--- config.mk ---
export PLATFORM = sky130hd
export DESIGN_NAME = tile_lane_sequencer
export DESIGN_NICKNAME = d
export VERILOG_FILES = /design/src/rtl/tile_lane_sequencer.sv
export SDC_FILE = /design/constraint.sdc
export NUM_CORES = 1
export LEC_CHECK = 0
export CORE_UTILIZATION = 50
export CTS_CLUSTER_SIZE = 14
export DETAILED_ROUTE_END_ITERATION = 6
export GPL_TIMING_DRIVEN = 0
export PLACE_DENSITY = 0.7
export SLEW_MARGIN = 20
export SYNTH_ARGS = -nofsm -noshare
export SYNTH_HDL_FRONTEND = slang
export SYNTH_SLANG_ARGS = --single-unit
--- constraint.sdc ---
create_clock -name CLOCK_50 -period 3.4 [get_ports CLOCK_50]
set_input_delay 0.68 -clock CLOCK_50 [delete_from_list [all_inputs] [get_ports CLOCK_50]]
set_output_delay 0.68 -clock CLOCK_50 [all_outputs]
set_load 0.02 [all_outputs]
--- src/rtl/tile_lane_sequencer.sv ---
// tile_lane_sequencer: LANES x DEPTH falling-tile grid with tick pacing, LFSR spawn, hit judging and score.
// Define TILE_AUTOPLAY_EN for demo mode, where the bottom row is auto-hit on every tick.
module tile_lane_sequencer #(
    parameter int         LANES    = 4,
    parameter int         DEPTH    = 10,
    parameter int         TICK_DIV = 25000000,
    parameter int         IDX_W    = 8,
    parameter logic [7:0] SEED     = 8'hA5
) (
    input  logic                   CLOCK_50,
    input  logic                   resetn,
    input  logic                   start,
    input  logic [LANES-1:0]       hit,
    input  logic [1:0]             speed,
    output logic [LANES*DEPTH-1:0] grid,
    output logic                   t,
    output logic [IDX_W-1:0]       index,
    output logic [7:0]             score,
    output logic [1:0]             state,
    output logic                   miss
);
    localparam int GW  = LANES * DEPTH;
    localparam int BOT = (DEPTH - 1) * LANES;
    localparam int CW  = (TICK_DIV < 3) ? 2 : $clog2(TICK_DIV + 1);

    localparam logic [CW-1:0]    TICK_C  = TICK_DIV[CW-1:0];
    localparam logic [CW-1:0]    CNT_ONE = {{(CW-1){1'b0}}, 1'b1};
    localparam logic [IDX_W-1:0] IDX_ONE = {{(IDX_W-1){1'b0}}, 1'b1};
    localparam logic [LANES-1:0] LANE_ONE = {{(LANES-1){1'b0}}, 1'b1};
    localparam logic [7:0]       LANES_B = LANES[7:0];

    typedef enum logic [1:0] {
        IDLE = 2'd0,
        RUN  = 2'd1,
        OVER = 2'd2
    } state_t;

    state_t           state_q, state_d;
    logic [GW-1:0]    grid_q, grid_d;
    logic [IDX_W-1:0] index_q, index_d;
    logic [7:0]       score_q, score_d;
    logic [7:0]       lfsr_q, lfsr_d;
    logic [CW-1:0]    cnt_q, cnt_d;
    logic [CW-1:0]    per_q, per_d;
    logic             t_q, t_d;
    logic             miss_q, miss_d;

    logic [CW-1:0]    per_sel;
    logic [LANES-1:0] bottom;
    logic [LANES-1:0] left;
    logic [LANES-1:0] new_row;
    logic [7:0]       lane_mod;
    logic             tick_cond;
    logic             end_game;

    function automatic logic [3:0] popcnt(input logic [LANES-1:0] v);
        logic [3:0] n;
        n = 4'd0;
        for (int i = 0; i < LANES; i++) begin
            n = n + {3'b000, v[i]};
        end
        return n;
    endfunction

    function automatic logic [7:0] sat_add(input logic [7:0] a, input logic [3:0] b);
        logic [8:0] s;
        s = {1'b0, a} + {5'd0, b};
        return s[8] ? 8'hFF : s[7:0];
    endfunction

    // Period of zero (large speed shift) still has to produce a tick.
    always_comb begin
        per_sel = TICK_C >> speed;
        if (per_sel == '0) begin
            per_sel = CNT_ONE;
        end
    end

`ifdef TILE_AUTOPLAY_EN
    logic unused_hit;
    assign unused_hit = ^hit;
`endif

    always_comb begin
        state_d   = state_q;
        grid_d    = grid_q;
        index_d   = index_q;
        score_d   = score_q;
        lfsr_d    = lfsr_q;
        cnt_d     = '0;
        per_d     = per_q;
        t_d       = 1'b0;
        miss_d    = 1'b0;
        bottom    = grid_q[BOT +: LANES];
        left      = bottom;
        new_row   = '0;
        lane_mod  = lfsr_q % LANES_B;
        tick_cond = (cnt_q == per_q - CNT_ONE);
        end_game  = 1'b0;

        unique case (state_q)
            IDLE, OVER: begin
                if (start) begin
                    state_d = RUN;
                    grid_d  = '0;
                    index_d = '0;
                    score_d = '0;
                    per_d   = per_sel;
                end
            end
            RUN: begin
`ifdef TILE_AUTOPLAY_EN
                if (t_q) begin
                    score_d = sat_add(score_q, popcnt(bottom));
                    left    = '0;
                end
`else
                if (hit != '0) begin
                    if ((hit & ~bottom) != '0) begin
                        end_game = 1'b1;
                    end else begin
                        score_d = sat_add(score_q, popcnt(hit));
                        left    = bottom & ~hit;
                    end
                end
`endif
                grid_d[BOT +: LANES] = left;
                // Hits land first, so only tiles still present escape.
                if (!end_game && t_q) begin
                    if (left != '0) begin
                        end_game = 1'b1;
                    end else begin
                        if (!index_q[0]) begin
                            new_row = LANE_ONE << lane_mod[2:0];
                        end
                        grid_d  = {grid_q[BOT-1:0], new_row};
                        index_d = index_q + IDX_ONE;
                        lfsr_d  = {lfsr_q[6:0],
                                   lfsr_q[7] ^ lfsr_q[5] ^ lfsr_q[4] ^ lfsr_q[3]};
                    end
                end
                if (end_game) begin
                    state_d = OVER;
                    miss_d  = 1'b1;
                end else if (tick_cond) begin
                    t_d   = 1'b1;
                    per_d = per_sel;
                end else begin
                    cnt_d = cnt_q + CNT_ONE;
                end
            end
            default: begin
                state_d = IDLE;
            end
        endcase
    end

    always_ff @(posedge CLOCK_50) begin
        if (!resetn) begin
            state_q <= IDLE;
            grid_q  <= '0;
            index_q <= '0;
            score_q <= '0;
            lfsr_q  <= SEED;
            cnt_q   <= '0;
            per_q   <= TICK_C;
            t_q     <= 1'b0;
            miss_q  <= 1'b0;
        end else begin
            state_q <= state_d;
            grid_q  <= grid_d;
            index_q <= index_d;
            score_q <= score_d;
            lfsr_q  <= lfsr_d;
            cnt_q   <= cnt_d;
            per_q   <= per_d;
            t_q     <= t_d;
            miss_q  <= miss_d;
        end
    end

    assign grid  = grid_q;
    assign t     = t_q;
    assign index = index_q;
    assign score = score_q;
    assign state = state_q;
    assign miss  = miss_q;

endmodule

==> impl_metrics.py <==
metrics = {
    "cells_and_area": {
        "diodes": 0,
        "drive_above_1_share": 0.0773,
        "layout_commonest_cell": "dfxtp_1",
        "final_nets": 659,
        "final_util": 0.641,
        "fin_area_um2": 5920,
        "syn2layout_area_growth_pct": 23.6,
        "final_cell_mix": "dfxtp_1 (104), nand2_1 (71), clkdlybuf4s50_1 (66), nor2_1 (51), nand3_1 (29)",
        "fillers": 832,
    },
    "synth": {
        "synth_flop_cell": "dfxtp_1",
        "ys_ff_latch": 104,
        "netlist_instances": 556,
        "async_flop_share": 0,
        "yosysSeqAreaShare": 0.435,
        "synth-edff-count": 0,
        "ys.warnings.count": 0,
        "synthesis.nets": 573,
        "syn-cell-area_um2": 4790,
        "syn_area_per_cell_um2": 8.61,
        "ys_types": 58,
    },
    "run": {
        "maxCapViolations": 0,
    },
    "global_route": {
        "grt_start_max_net_pins": 20,
        "grt_first_pass_wirelength_mm": 20.0,
        "antenna_found_initial": 0,
        "gr-usage-all-layers": 0.253,
        "grt_pass1_vias": 4058,
        "grt_overflow": 0,
    },
    "route": {
        "drt_wl_total_mm": 12.0,
        "drc_errors": 0,
        "avgRoutedWirePerCell_um": 15.5,
        "drtIter0Drc": 256,
        "via_per_inst": 5.58,
        "drtPass1Iterations": 5,
        "num_vias": 4330,
        "postRouteAntennaNets": 0,
    },
    "worst_setup_path": {
        "regToRegStartpoint": "per_q[8]",
        "reg2reg_depth": 12,
        "start_kind": "primary input",
        "worstReg2RegEnd": "cnt_q[12]",
        "critPathSlowestCell": "clkdlybuf4s50_1",
        "crit_path_end_kind": "flip-flop",
        "critPathRequiredTime_ns": 3.70,
        "cp_data_arrival_time_ns": 3.48,
        "max_stage_delay_ns": 0.54,
        "worstPathCellList": "clkdlybuf4s50_1, nor2b_1, a2111oi_4, a31oi_1, o41a_1, nor3_4, buf_2, nand2_1, a21boi_0",
        "worstSetupPathType": "in2reg",
        "cp_max_fo": 10,
        "reg2reg_slack_ns": 0.33,
    },
    "place": {
        "dp_hpwl_mm": 8.88,
        "gp_congestion": 0.889,
        "place_area_um2": 5620,
        "portBuffers": 67,
    },
    "clock_tree": {
        "cts_buffer_depth": 2,
        "holdBufCountCts": 0,
        "clkTransAtPathRegs_ns": 0.11,
        "clock_latency_ns": 0.37,
        "numCtsBuffers": 9,
        "cts-root-buf": "clkbuf_8",
        "cts.sinks": 104,
        "htree_num_levels": 3,
        "cts_tree": "built",
    },
    "worst_hold_path": {
        "hp-class": "reg2reg",
        "hold_depth": 2,
        "hold_end": "lfsr_q[3]",
        "hold_start": "lfsr_q[2]",
    },
    "timing": {
        "finalClockSkew_ns": 0.0164,
        "fin_crit_sh": 0.937,
        "fin_setup_tns_ns": 0,
        "whs_ns": 0.467,
        "setup_viol": 0,
        "fmax_mhz": 314,
        "tightest_slew_ns": 0.636,
        "rsz0062_at_grt": "no",
        "hold_viol_final": 0,
        "period_needed_ns": 3.18,
        "maxSlewHeadroom": 0.572,
        "drv_slew": 0,
    },
    "floorplanning": {
        "fp.coreArea_um2": 9240,
        "start_util": 0.518,
        "die_height_um": 99.9,
        "rows": 35,
        "die_w_um": 99.9,
        "die-area_um2": 9970,
        "pin_count": 69,
    },
    "power_and_ir_drop": {
        "ir_worst_vdd_mv": 0.255,
        "intPower_w": 0.00162,
        "seqPwrFrac": 0.557,
        "switching_share": 0.277,
        "power.total_w": 0.00225,
        "clockPowerShare": 0.344,
        "switching_power_w": 0.000623,
        "powerDensity_nw_per_um2": 380,
        "comb_power_share": 0.099,
        "leakage_nw": 2.07,
    },
    "outcome": {
        "status": "finished, final reports clean",
    },
}
-- registers in the layout (all words and copies together) (netlist names) --
register,cells
index,8
grid,40
lfsr_q,8
cnt_q,25
per_q,11
state,2
miss,1
score,8
t,1
-- cell families (layout without fill, tap and decap cells) --
logic type / count (synthesis) / after routing / share of synthesized area
and+or+nand+nor: 238 / 238 / 0.249
AOI/OAI and AO/OA: 113 / 113 / 0.168
DFF: 104 / 104 / 0.435
buffers and inverters: 49 / 140 / 0.0418
xor gates and xnor gates: 43 / 43 / 0.0787
adders and majority gates: 8 / 8 / 0.0256
muxes: 1 / 1 / 0.00209
-- synth_stat cells, types with 3 or more instances --
master | n | area [um2]
o211ai_1 | 7 | 52.6
xor2_1 | 21 | 184
or3_1 | 4 | 25.0
a211oi_1 | 3 | 22.5
buf_2 | 7 | 35.0
inv_1 | 22 | 82.6
a31oi_1 | 6 | 37.5
nand2_1 | 71 | 267
o21ai_0 | 23 | 115
a21boi_0 | 8 | 60.1
nand4_1 | 12 | 75.1
a31o_2 | 3 | 26.3
a32o_1 | 8 | 80.1
nand3_1 | 29 | 145
nor3b_1 | 3 | 22.5
ha_1 | 5 | 62.6
fa_1 | 3 | 60.1
and2_1 | 6 | 37.5
o31ai_1 | 3 | 22.5
nand2b_1 | 7 | 43.8
xnor2_1 | 22 | 193
clkbuf_1 | 19 | 71.3
nor2b_1 | 14 | 87.6
and3_1 | 13 | 81.3
a32oi_1 | 4 | 35.0
dfxtp_1 | 104 | 2080
a21oi_1 | 6 | 30.0
nor2_1 | 52 | 195
o22ai_1 | 23 | 144
nor3_1 | 13 | 65.1
-- stage by stage --
step / instances / worst slack, ns
floorplan: 556 / 0.583
detailed placement: 752 / -0.552
CTS: 772 / 0.00182
global placement: 752 / -0.436
global route: 776 / 0.00992
finish: 776 / 0.216
-- cell type report --
type | count | area (um2) | share of cell area
Buffer | 27 | 119 | 0.0201
Clock buffer | 10 | 138 | 0.0233
Clock inverter | 6 | 61.3 | 0.0104
Inverter | 22 | 82.6 | 0.0140
Multi-Input combinational cell | 403 | 2540 | 0.430
Sequential cell | 104 | 2080 | 0.352
Tap cell | 129 | 161 | 0.0273
Timing Repair Buffer | 75 | 733 | 0.124
-- worst max-delay path by stage --
stage,to,cells after the start,start
final,lfsr_q[1],9,hit[0]
after global routing,score[3],11,hit[0]
after CTS,cnt_q[12],9,hit[0]
after detailed placement,grid[34],8,hit[0]
after global placement,grid[33],8,hit[0]
after floorplan,grid[1],7,hit[0]
-- per-layer routing --
layer	part of all wire	wire [um]	track usage
met3	0.068	824	0.0745
met2	0.46	5500	0.399
met5	0	0	0
met1	0.46	5590	0.341
met4	0.011	127	0.0566
-- worst max-delay path, delay by kind of cell --
kind | cells | cell delay [ns]
compound gates | 4 | 1.31
buf+inv | 2 | 0.84
simple gates | 3 | 0.64
-- power by group through the flow --
stage                     registers [W]  clock network [W]  logic [W]
after floorplan                 0.00128                  0   0.000141
after global placement          0.00128                  0   0.000206
after detailed placement        0.00128                  0   0.000210
after CTS                       0.00125           0.000783   0.000217
after global routing            0.00125           0.000838   0.000245
final                           0.00125           0.000773   0.000224
-- what timing repair did --
item,4_1_cts,5_1_grt
resized for setup,5,4
setup endpoints to repair,49,83
setup buffers,4,4
pin swaps,1,4
No activity file was read; power rests on OpenSTA's default activity.
